[src/rtl/seq_detector_pkg.sv]
// Shared types and helpers for the programmable serial-pattern detector.
package seq_detector_pkg;

    typedef enum logic [1:0] {
        S_FILL  = 2'd0,
        S_HUNT  = 2'd1,
        S_MATCH = 2'd2
    } state_t;

    // Zero-length patterns become length 1; lengths above max_len are cut to max_len.
    function automatic int unsigned clamp_len(input int unsigned len, input int unsigned max_len);
        if (len == 0)
            return 1;
        else if (len > max_len)
            return max_len;
        else
            return len;
    endfunction

endpackage

[src/rtl/seq_match_cnt.sv]
// Saturating match counter with a synchronous clear that takes priority over counting.
module seq_match_cnt #(
    parameter int CNT_W = 8
) (
    input  logic             clk,
    input  logic             rst,
    input  logic             clr,
    input  logic             inc,
    output logic [CNT_W-1:0] cnt
);

    always_ff @(posedge clk or negedge rst) begin
        if (!rst)
            cnt <= '0;
        else if (clr)
            cnt <= '0;
        else if (inc && (cnt != '1))
            cnt <= cnt + 1'b1;
    end

endmodule

[src/rtl/seq_detector_prog.sv]
// Runtime-programmable Moore serial-pattern detector with overlap control and match counter.
module seq_detector_prog
    import seq_detector_pkg::*;
#(
    parameter int                  MAX_LEN         = 8,
    parameter int                  CNT_W           = 8,
    parameter logic [MAX_LEN-1:0]  DEFAULT_PATTERN = 8'b0001_0110,
    parameter int                  DEFAULT_LEN     = 5,
    localparam int                 LW              = $clog2(MAX_LEN + 1)
) (
    input  logic               clk,
    input  logic               rst,
    input  logic               en,
    input  logic               j,
    input  logic               cfg_load,
    input  logic [MAX_LEN-1:0] cfg_pattern,
    input  logic [LW-1:0]      cfg_len,
    input  logic               cfg_overlap,
    input  logic               cnt_clr,
    output logic               w,
    output logic [CNT_W-1:0]   match_cnt
);

    logic [MAX_LEN-1:0] pattern;
    logic [LW-1:0]      len;
    logic               overlap;
    logic [MAX_LEN-1:0] hist;
    logic [LW-1:0]      fill;
    state_t             state;

    logic               sample;
    logic [MAX_LEN-1:0] hist_next;
    logic [MAX_LEN-1:0] mask;
    logic [LW-1:0]      fill_base;
    logic [LW-1:0]      fill_next;
    logic               match;
    state_t             state_next;

    always_comb begin
        sample    = en & ~cfg_load;
        hist_next = (hist << 1) | MAX_LEN'(j);
        mask      = '0;
        for (int unsigned i = 0; i < MAX_LEN; i++)
            mask[i] = (i < 32'(len));
        // A non-overlapping match discards the whole window: only the new bit counts.
        fill_base = (state == S_MATCH && !overlap) ? '0 : fill;
        fill_next = (fill_base < len) ? fill_base + LW'(1) : len;
        match     = (fill_next >= len) && (((hist_next ^ pattern) & mask) == '0);
        if (match)
            state_next = S_MATCH;
        else if (fill_next == len)
            state_next = S_HUNT;
        else
            state_next = S_FILL;
    end

    always_ff @(posedge clk or negedge rst) begin
        if (!rst) begin
            pattern <= DEFAULT_PATTERN;
            len     <= LW'(DEFAULT_LEN);
            overlap <= 1'b1;
            hist    <= '0;
            fill    <= '0;
            state   <= S_FILL;
            w       <= 1'b0;
        end else if (cfg_load) begin
            pattern <= cfg_pattern;
            len     <= LW'(clamp_len(32'(cfg_len), MAX_LEN));
            overlap <= cfg_overlap;
            hist    <= '0;
            fill    <= '0;
            state   <= S_FILL;
            w       <= 1'b0;
        end else if (sample) begin
            hist    <= hist_next;
            fill    <= fill_next;
            state   <= state_next;
            w       <= (state_next == S_MATCH);
        end
    end

    seq_match_cnt #(
        .CNT_W (CNT_W)
    ) u_cnt (
        .clk (clk),
        .rst (rst),
        .clr (cnt_clr),
        .inc (sample & match),
        .cnt (match_cnt)
    );

endmodule

[config.mk]
export PLATFORM = sky130hd
export DESIGN_NAME = seq_detector_prog
export DESIGN_NICKNAME = d
export VERILOG_FILES = /design/src/rtl/seq_detector_pkg.sv /design/src/rtl/seq_match_cnt.sv /design/src/rtl/seq_detector_prog.sv
export SDC_FILE = /design/constraint.sdc
export NUM_CORES = 1
export LEC_CHECK = 0
export CAP_MARGIN = 40
export CORE_MARGIN = 2
export CORE_UTILIZATION = 57
export CTS_BUF_LIST = sky130_fd_sc_hd__clkbuf_8
export CTS_CLUSTER_SIZE = 16
export DETAILED_ROUTE_END_ITERATION = 10
export GPL_ROUTABILITY_DRIVEN = 0
export PLACE_DENSITY_LB_ADDON = 0.25
export SLEW_MARGIN = 10
export SYNTH_ARGS = -nofsm -noshare
export SYNTH_HDL_FRONTEND = slang
export SYNTH_HIERARCHICAL = 1
export SYNTH_SLANG_ARGS = --single-unit
[constraint.sdc]
create_clock -name clk -period 5 [get_ports clk]
set_clock_uncertainty 0.15 [all_clocks]
set_input_delay 1.5 -clock clk [delete_from_list [all_inputs] [get_ports clk]]
set_output_delay 1.5 -clock clk [all_outputs]
set_load 0.02 [all_outputs]
Word-level counts from Yosys, hierarchy flattened
Cells that the tools add are included.
Widths: inputs -> output; s select.
{"block": "classes", "n_div": 0, "shift": 0, "muxes": 16, "n_eq_ne": 4, "n_reduce_logical": 8, "magnitude_cmp": 11, "n_addsub": 2, "n_mul": 0, "n_bitwise": 6}
{"op": "$mux 4", "count": 6}
{"op": "$lt 3x4->1 const A", "count": 4}
{"op": "$mux 8", "count": 2}
{"op": "$mux 7", "count": 2}
{"op": "$add 8x1->8 const B", "count": 1}
{"op": "$and 8x8->8", "count": 1}
{"op": "$logic_not 8->1", "count": 1}
{"op": "$lt 1x4->1 const A", "count": 2}
{"op": "$lt 2x4->1 const A", "count": 2}
{"op": "$ne 8x8->1 const B", "count": 1}
{"op": "$or 8x1->8", "count": 1}
{"op": "$xor 8x8->8", "count": 1}
{"op": "$mux 2", "count": 3}
{"op": "$add 4x1->4 const B", "count": 1}
{"op": "$eq 2x2->1 const B", "count": 2}
{"op": "$eq 4x4->1", "count": 1}
{"op": "$ge 4x4->1", "count": 1}
{"op": "$gt 4x4->1 const B", "count": 1}
{"op": "$logic_not 4->1", "count": 1}
{"op": "$lt 4x4->1", "count": 1}
{"op": "$reduce_bool 2->1", "count": 2}
{"op": "$logic_and 1x1->1", "count": 3}
{"op": "$mux 1", "count": 3}
{"op": "$and 1x1->1", "count": 2}
{"op": "2 further kinds", "count": 2}
{"block": "totals", "ramBits": 0, "n_memories": 0, "reg_bits": 35, "output_inout_bits": 9, "latch_bits": 0, "input_bits": 19, "elab_cells": 55, "mem_bits_ro": 0}

Depth between registers and ports, before layout
Gate-level depths: netlist of run 1.
{"block": "depth", "word_depth": 11, "ltp_mapped": 20, "depth_no_buf": 17}

By module
Netlist of run 1, hierarchy kept.
{"module": "seq_detector_prog", "cells_per_inst": 153, "seq_area_each_um2": 683.2, "area_each_um2": 1569.0, "instances": 1}
{"module": "seq_match_cnt", "cells_per_inst": 49, "seq_area_each_um2": 200.2, "area_each_um2": 464.2, "instances": 1}

Worst setup path before layout of run 1
Ideal clock, no wire load.
{"block": "synth_path", "kind": "reg2reg", "from": "reg state[0]", "to": "reg u_cnt.cnt[7]", "stages_incl_launch_ff": 20, "setup_time_ns": 0.094, "t_arrival_ns": 3.969, "synth_period_minus_slack_ns": 4.213, "required_time_ns": 4.756, "path_slack_ns": 0.787, "n_path_buf": 3, "path_cell_list": "dfrtp_1 or3b_1 buf_2 and2_1 ha_1 nand2_1 o311ai_1 a31o_1 buf_6 mux2_4 ha_1 and3_1 a221o_1 and3_1 o211ai_1 nor2_1 buf_2 nand3_1 or3_1 a211oi_1"}
{"block": "synth_between", "elab_chain_cells": 10, "elab_cells_between_ends": 11, "classes_between": "add/sub (1); order compare (2); eq/ne (1); mux (2); bitwise (1); reduce/logical (4)"}
{"element": "start: declaration", "line_no": "seq_detector_prog.sv:29", "text": "state_t state;"}
{"element": "start signal: assignment", "line_no": "seq_detector_prog.sv:77", "text": "state <= state_next;"}
{"element": "$eq 2x2->1 *", "line_no": "seq_detector_prog.sv:46", "text": "fill_base = (state == S_MATCH && !overlap) ? '0 : fill;"}
{"element": "$logic_and 1x1->1 *", "line_no": "seq_detector_prog.sv:46"}
{"element": "$mux 4 *", "line_no": "seq_detector_prog.sv:46"}
{"element": "$add 4x1->4 / $lt 4x4->1 (equally long branches)", "line_no": "seq_detector_prog.sv:47", "text": "fill_next = (fill_base < len) ? fill_base + LW'(1) : len;"}
{"element": "$mux 4 *", "line_no": "seq_detector_prog.sv:47"}
{"element": "$ge 4x4->1 *", "line_no": "seq_detector_prog.sv:48", "text": "match = (fill_next >= len) && (((hist_next ^ pattern) & mask) == '0);"}
{"element": "$logic_and 1x1->1 *", "line_no": "seq_detector_prog.sv:48"}
{"element": "$and 1x1->1 *", "line_no": "seq_detector_prog.sv:88", "text": ".inc (sample & match),"}
{"element": "$logic_and 1x1->1 *", "line_no": "seq_match_cnt.sv:17", "text": "else if (inc && (cnt != '1))"}
{"element": "$reduce_bool 2->1 (no source line) *"}
{"element": "end signal: assignment", "line_no": "seq_match_cnt.sv:18", "text": "cnt <= cnt + 1'b1;"}
{"element": "end: declaration", "line_no": "seq_match_cnt.sv:9", "text": "output logic [CNT_W-1:0] cnt"}
Every way passes the cells marked *; elsewhere a longest branch is shown, timed or not.
A chain may end at the register's enable or synchronous reset.

Final worst setup path of run 1
{"block": "layout_path", "from": "reg state[0]", "to": "reg u_cnt.cnt[5]"}
Same word-level chain as after synthesis.

==> results of run 1 <==
## where the power goes
group	internal, mW	switching (mW)	leakage, nW
Sequential	0.303	0.0181	0.450
Combinational	0.0765	0.0712	0.571
Clock	0.0935	0.0959	0.0505
Total	0.473	0.185	1.07
## state kept, by name, summed over array words and instances, names as in the netlist
register and cells:
hist 7, overlap 1, fill 4, len 4, w 1, u_cnt/cnt 8
pattern 8, state 2
## synth_stat cells (all sizes together), types with 2 or more instances
cell      n
and3      3
nor2b     6
and4      2
clkbuf    4
ha        8
mux2i     9
a21oi     7
and2      5
a2111oi   2
a31oi     2
nand3     6
xnor2     2
o21ai     4
dfstp     6
o21a      3
nor2     27
nor3b     3
mux2     13
a31o      2
nand2b    4
xor2      8
nor4      2
buf       6
inv       7
nand2     7
nand3b    3
nor3      4
dfrtp    29
## layer usage
layer  wire length (um)  vias to the layer above  track usage (%)
met1               1840                      787            27.02
met4                104                        0            10.60
li1                   -                      778                -
met3                195                       14            5.714
met2               2117                       48            39.87
met5                  0                        -                0
## cell families (layout without fill, tap and decap cells)
family / after synthesis / after routing
xor+xnor: 10 / 10
fa+ha+maj: 8 / 8
buf+inv: 17 / 46
compound gates: 32 / 32
mux: 22 / 22
simple gates: 78 / 78
flops: 35 / 35
## area by class of cell
class	count	area [um2]
Sequential cell	35	883.3
Inverter	7	26.28
Clock buffer	5	68.82
Timing Repair Buffer	31	300.3
Fill cell	241	965.9
Clock inverter	3	12.51
Multi-Input combinational cell	150	1075
Tap cell	46	57.56
## tightest hold or removal path: stages (launching register included)
cell,delay [ps]
dfrtp_1,380
nand2_1,60
a21oi_1,60
## worst max-delay path by stage
stage / end / slack, ps / from / depth (start not counted)
6_report: u_cnt/cnt[5] / 260 / state[0] / 17
3_5_place_dp: u_cnt/cnt[5] / 410 / state[0] / 17
3_3_place_gp: u_cnt/cnt[7] / 650 / state[0] / 17
4_1_cts: u_cnt/cnt[5] / 340 / state[0] / 17
2_1_floorplan: u_cnt/cnt[7] / 790 / state[0] / 19
5_1_grt: u_cnt/cnt[5] / 80 / state[0] / 17
==> results.py, run 1 <==
metrics = {
    "critical_path": {
        "critPathTopFamily": "compound AO/OA/AOI/OAI gates",
        "reg2reg_to": "u_cnt/cnt[5]",
        "max_stage_delay_ps": 540,
        "crit_type": "flop to flop",
        "critPathLaunchType": "flop",
        "end_kind": "flop",
        "cp_cell_sequence": "or3b_1 > and2_1 > ha_1 > nand2_1 > o311ai_1 > a31o_1 > mux2_4 > ha_1 > and3_1 > a221o_1 > and3_1 > o211ai_1 > nor2_1 > buf_4 > nand3_1 > a2111oi_0 > nor3b_1",
        "r2r-start": "state[0]",
        "r2r_cells": 17,
        "worstPathArrival_ps": 4750,
        "rrSetupSlack_ps": 260,
        "required_ps": 5000,
        "cp_max_fo": 10,
        "worst_path_max_delay_cell": "a2111oi_0",
        "critPathBufInv": 1,
    },
    "cts": {
        "hold_buffers": 0,
        "htree_num_levels": 2,
        "clk_pin_slew_worst_paths_ps": 70,
        "cts_sinks": 35,
        "cts_tree": "yes",
        "cts.repair.resized": 0,
        "postCtsSetupRepairBufs": 0,
        "ctsLongestPathBuffers": 2,
        "cts-root-buf": "clkbuf_8",
        "clk_latency_ps": 290,
        "cts_buffers": 5,
    },
    "sta": {
        "fin_crit_sh_pct": 94.81,
        "min_period_ps": 4741,
        "drv_slew": 0,
        "hold_ws_ps": 386.7,
        "timing.final.ws_setup_ps": 259.3,
        "finalSetupViolations": 0,
        "rsz0062_at_grt": "no",
        "fmaxAchievable_mhz": 210.9,
        "hold_viol_final": 0,
        "tightest_slew_ps": 519.8,
        "slew_headroom_pct": 64.45,
        "final.setup.tns_ps": 0,
    },
    "die": {
        "dieArea_um2": 4061,
        "die_w_um": 63.73,
        "die_y_um": 63.73,
        "fp.coreArea_um2": 3390,
        "ios": 28,
        "num_rows": 21,
        "start_util_pct": 59.99,
    },
    "layout": {
        "n_antenna_cell": 0,
        "drive_gt1_share_pct": 13.85,
        "nets": 257,
        "final_cell_mix": "dfrtp_1, nor2_1, clkdlybuf4s50_1",
        "area_growth_pct": 19.20,
        "fin_cells": 277,
        "final_util_pct": 71.50,
        "final_common_cell": "dfrtp_1",
        "final_area_um2": 2424,
    },
    "synth": {
        "synth.distinct_cells": 52,
        "synthSimpleGateAreaFrac_pct": 20.62,
        "synthTopCellsByArea": "dfrtp_1, dfstp_2, mux2_2, nor2_1, ha_1",
        "avgSynthCellArea_um2": 10.07,
        "syn-num-nets": 229,
        "synth_top_area_share_pct": 35.69,
        "ys_ff_latch": 35,
        "synth_edf_count": 0,
        "yosys_warnings": 6,
        "muxShareOfSynthArea_pct": 11.82,
        "synthCells": 202,
        "synth_area_leader_cell": "dfrtp_1",
        "synth_top_family_by_area": "simple AND/OR/NAND/NOR gates",
        "ys_seq_area_share_pct": 43.45,
        "synth_xor_area_share_pct": 4.308,
        "yosys.area_share.adder_pct": 4.923,
        "synth_area_um2": 2033,
        "async_flop_share_pct": 100.0,
        "ys.flop_type": "dfrtp_1",
        "synth_compound_gate_area_share_pct": 11.20,
    },
    "worst_hold_path": {
        "worstHoldEndpoint": "state[1]",
        "min_from": "state[1]",
        "holdCritPathClass": "flop to flop",
        "whs_path_depth": 2,
    },
    "global_routing": {
        "track_usage_pct": 23.14,
        "antenna_found_initial": 0,
        "grt_pass1_vias": 1675,
        "grt_pass1_wl_um": 7327,
        "grt_overflow_total": 0,
        "grt_max_degree": 36,
    },
    "route": {
        "drt_pre_antenna_iters": 4,
        "ant_nets": 0,
        "routedWlPerCell_um": 15.37,
        "via_count": 1627,
        "drt_wl_total_um": 4258,
        "drc": 0,
        "initialDrtViolationCount": 105,
        "drt-vias-per-instance": 5.874,
    },
    "pwr": {
        "power_density_nw_per_um2": 271.7,
        "finalPower_mw": 0.6586,
        "cellLeakagePower_nw": 1.071,
        "vdd_drop_max_v": 0.0001925,
    },
    "placed_design": {
        "dp.cells": 269,
        "post_dp_cell_area_um2": 2342,
        "dp_slack_ps": 407.7,
        "place_hpwl_um": 2986,
        "numPortBuffers": 27,
    },
    "run_status": {
        "status": "complete, no violations",
    },
    "flow_run": {
        "maxCapViolCount": 0,
    },
}
(Power assumes the default switching activity.)
==> run 2: changes to the inputs <==
--- a/config.mk
+++ b/config.mk
@@ -5,7 +5,8 @@
 export SDC_FILE = /design/constraint.sdc
 export NUM_CORES = 1
 export LEC_CHECK = 0
-export CAP_MARGIN = 40
+export ABC_CLOCK_PERIOD_IN_PS = 5000
+export CAP_MARGIN = 10
 export CORE_MARGIN = 2
 export CORE_UTILIZATION = 57
 export CTS_BUF_LIST = sky130_fd_sc_hd__clkbuf_8
==> results of run 2 <==
Same layout as run 1: the final DEF is identical, and so are final timing and power.
==> run 3: changes to the inputs <==
--- a/config.mk
+++ b/config.mk
@@ -5,7 +5,7 @@
 export SDC_FILE = /design/constraint.sdc
 export NUM_CORES = 1
 export LEC_CHECK = 0
-export ABC_CLOCK_PERIOD_IN_PS = 5000
+export ABC_CLOCK_PERIOD_IN_PS = 4600
 export CAP_MARGIN = 10
 export CORE_MARGIN = 2
 export CORE_UTILIZATION = 57
==> constraint.sdc (replaced) <==
create_clock -name clk -period 4.6 [get_ports clk]
set_clock_uncertainty 0.15 [all_clocks]
set_input_delay 1.38 -clock clk [delete_from_list [all_inputs] [get_ports clk]]
set_output_delay 1.38 -clock clk [all_outputs]
set_load 0.02 [all_outputs]
==> run 3 against run 2 <==
  * Sequential power grew 9.0%
  * Final cell count grew 2.5%
  * Design area grew 4.7%
  * Non-clock buffer count grew 7
  * Worst hold slack lost 4.3 ps
  * Flip-flop and latch count is the same
  * Global-route usage grew 3.2 points
  * Routed wire length grew 12%
  * Largest power group unchanged
==> results.py, run 3 (same netlist as run 1, synthesis figures left out) <==
metrics = {
    "run_status": {
        "status": "complete, no violations",
    },
    "die": {
        "fp.coreArea_um2": 3390,
        "start_util_pct": 59.99,
        "die_y_um": 63.73,
        "die_w_um": 63.73,
        "dieArea_um2": 4061,
        "num_rows": 21,
        "ios": 28,
    },
    "cts": {
        "cts_sinks": 35,
        "clk_pin_slew_worst_paths_ps": 70,
        "cts_tree": "yes",
        "hold_buffers": 0,
        "cts-root-buf": "clkbuf_8",
        "ctsLongestPathBuffers": 2,
        "clk_latency_ps": 290,
        "cts_buffers": 5,
        "htree_num_levels": 2,
    },
    "layout": {
        "register_area_um2": 883.3,
        "final_area_um2": 2539,
        "drive_gt1_share_pct": 20.17,
        "multi_input_area_um2": 1115,
        "final_util_pct": 74.90,
        "nFillCells": 239,
        "area_growth_pct": 24.86,
        "final_cell_mix": "dfrtp_1, clkdlybuf4s50_1, nor2_1",
        "n_antenna_cell": 0,
        "reg_top3": "pattern x8, u_cnt/cnt x8, hist x7",
        "final_common_cell": "dfrtp_1",
        "nets": 264,
        "fin_cells": 284,
    },
    "flow_run": {
        "maxCapViolCount": 0,
    },
    "critical_path": {
        "r2r_cells": 16,
        "worstSetupStartpoint": "state[1]",
        "required_ps": 4660,
        "rrSetupSlack_ps": 150,
        "critPathLaunchType": "flop",
        "r2r-start": "state[1]",
        "max_stage_delay_ps": 430,
        "critPathTopFamily": "simple AND/OR/NAND/NOR gates",
        "crit_end": "u_cnt/cnt[7]",
        "worstPathArrival_ps": 4510,
        "cp_common_cell": "and3_1",
        "crit_type": "flop to flop",
        "reg2reg_to": "u_cnt/cnt[7]",
        "cp_max_fo": 7,
        "worst_path_max_delay_cell": "or3b_4",
        "critPathBufInv": 0,
        "cp.depth": 16,
        "end_kind": "flop",
        "cp_cell_sequence": "or3b_4 > and2_1 > ha_4 > nand2_1 > o311ai_2 > a31o_1 > mux2_4 > ha_1 > and3_1 > a221o_1 > and3_1 > o211ai_1 > nor2_2 > nand3_2 > or3_1 > a211oi_2",
    },
    "placed_design": {
        "numPortBuffers": 27,
        "post_dp_cell_area_um2": 2350,
        "dp_slack_ps": -34.07,
        "dp.cells": 270,
        "place_hpwl_um": 3324,
    },
    "sta": {
        "hold_viol_final": 0,
        "hold_ws_ps": 382.4,
        "fin_crit_sh_pct": 96.75,
        "fmaxAchievable_mhz": 224.7,
        "min_period_ps": 4450,
        "final.setup.tns_ps": 0,
        "timing.final.ws_setup_ps": 149.6,
        "slew_headroom_pct": 71.68,
        "tightest_slew_ps": 414.1,
        "finalSetupViolations": 0,
        "drv_slew": 0,
    },
    "global_routing": {
        "grt_pass1_vias": 1785,
        "antenna_found_initial": 0,
        "track_usage_pct": 26.30,
        "grt_max_degree": 36,
        "grt_overflow_total": 0,
        "grt_pass1_wl_um": 8238,
    },
    "route": {
        "drt_wl_total_um": 4784,
        "ant_nets": 0,
        "via_count": 1699,
        "initialDrtViolationCount": 179,
        "drt_pre_antenna_iters": 4,
        "drt-vias-per-instance": 5.982,
        "drc": 0,
        "routedWlPerCell_um": 16.85,
    },
    "worst_hold_path": {
        "holdCritPathClass": "flop to flop",
        "min_from": "pattern[0]",
    },
    "pwr": {
        "finalPower_mw": 0.7807,
        "cellLeakagePower_nw": 1.110,
        "power_density_nw_per_um2": 307.5,
        "vdd_drop_max_v": 0.0002262,
    },
}
==> run 3: worst min path at each step <==
stage | depth (start not counted) | slack (ps) | end
global route | 1 | 410 | pattern[3]
global placement | 1 | 360 | pattern[0]
CTS | 1 | 390 | pattern[0]
finish | 1 | 380 | pattern[0]
detailed placement | 1 | 370 | pattern[5]
floorplan | 2 | 340 | state[1]
==> run 3: timing repair <==
action                                  4_1_cts  5_1_grt
resized for setup                             1        7
endpoints found under the setup margin        2        7
setup buffers                                 0        6
pin swaps                                     0        2
==> run 3: per-layer routing <==
| metal | global-route usage [%] | wire length [um] | up-vias | part of all wire (%) |
|---|---|---|---|---|
| li1 | - | - | 789 | - |
| met1 | 31.89 | 2000 | 838 | 42 |
| met2 | 45.66 | 2467 | 54 | 52 |
| met3 | 5.714 | 192 | 18 | 4.0 |
| met4 | 9.783 | 123 | 0 | 2.6 |
| met5 | 0 | 0 | - | 0 |
==> run 3: power by group <==
part	total [mW]	switching, mW	internal [mW]
registers	0.350	0.0208	0.330
logic	0.181	0.0850	0.0958
clock network	0.249	0.113	0.136
==> run 3: worst reg2reg max path: stages, from the launching register on <==
cell	delay, ps
dfrtp_1	390
or3b_4	430
and2_1	220
ha_4	290
nand2_1	60
o311ai_2	280
a31o_1	270
mux2_4	330
ha_1	270
and3_1	170
a221o_1	170
and3_1	170
o211ai_1	120
nor2_2	300
nand3_2	150
or3_1	370
a211oi_2	230
==> run 3: final cells by class <==
| class | count | share of cell area (%) |
|---|---|---|
| inverters | 7 | 1.035 |
| clock buffers | 7 | 3.795 |
| repair buffers | 38 | 13.90 |
| flip-flops and latches | 35 | 34.80 |
| clock inverters | 1 | 0.2957 |
| well taps | 46 | 2.267 |
| multi-input cells | 150 | 43.91 |
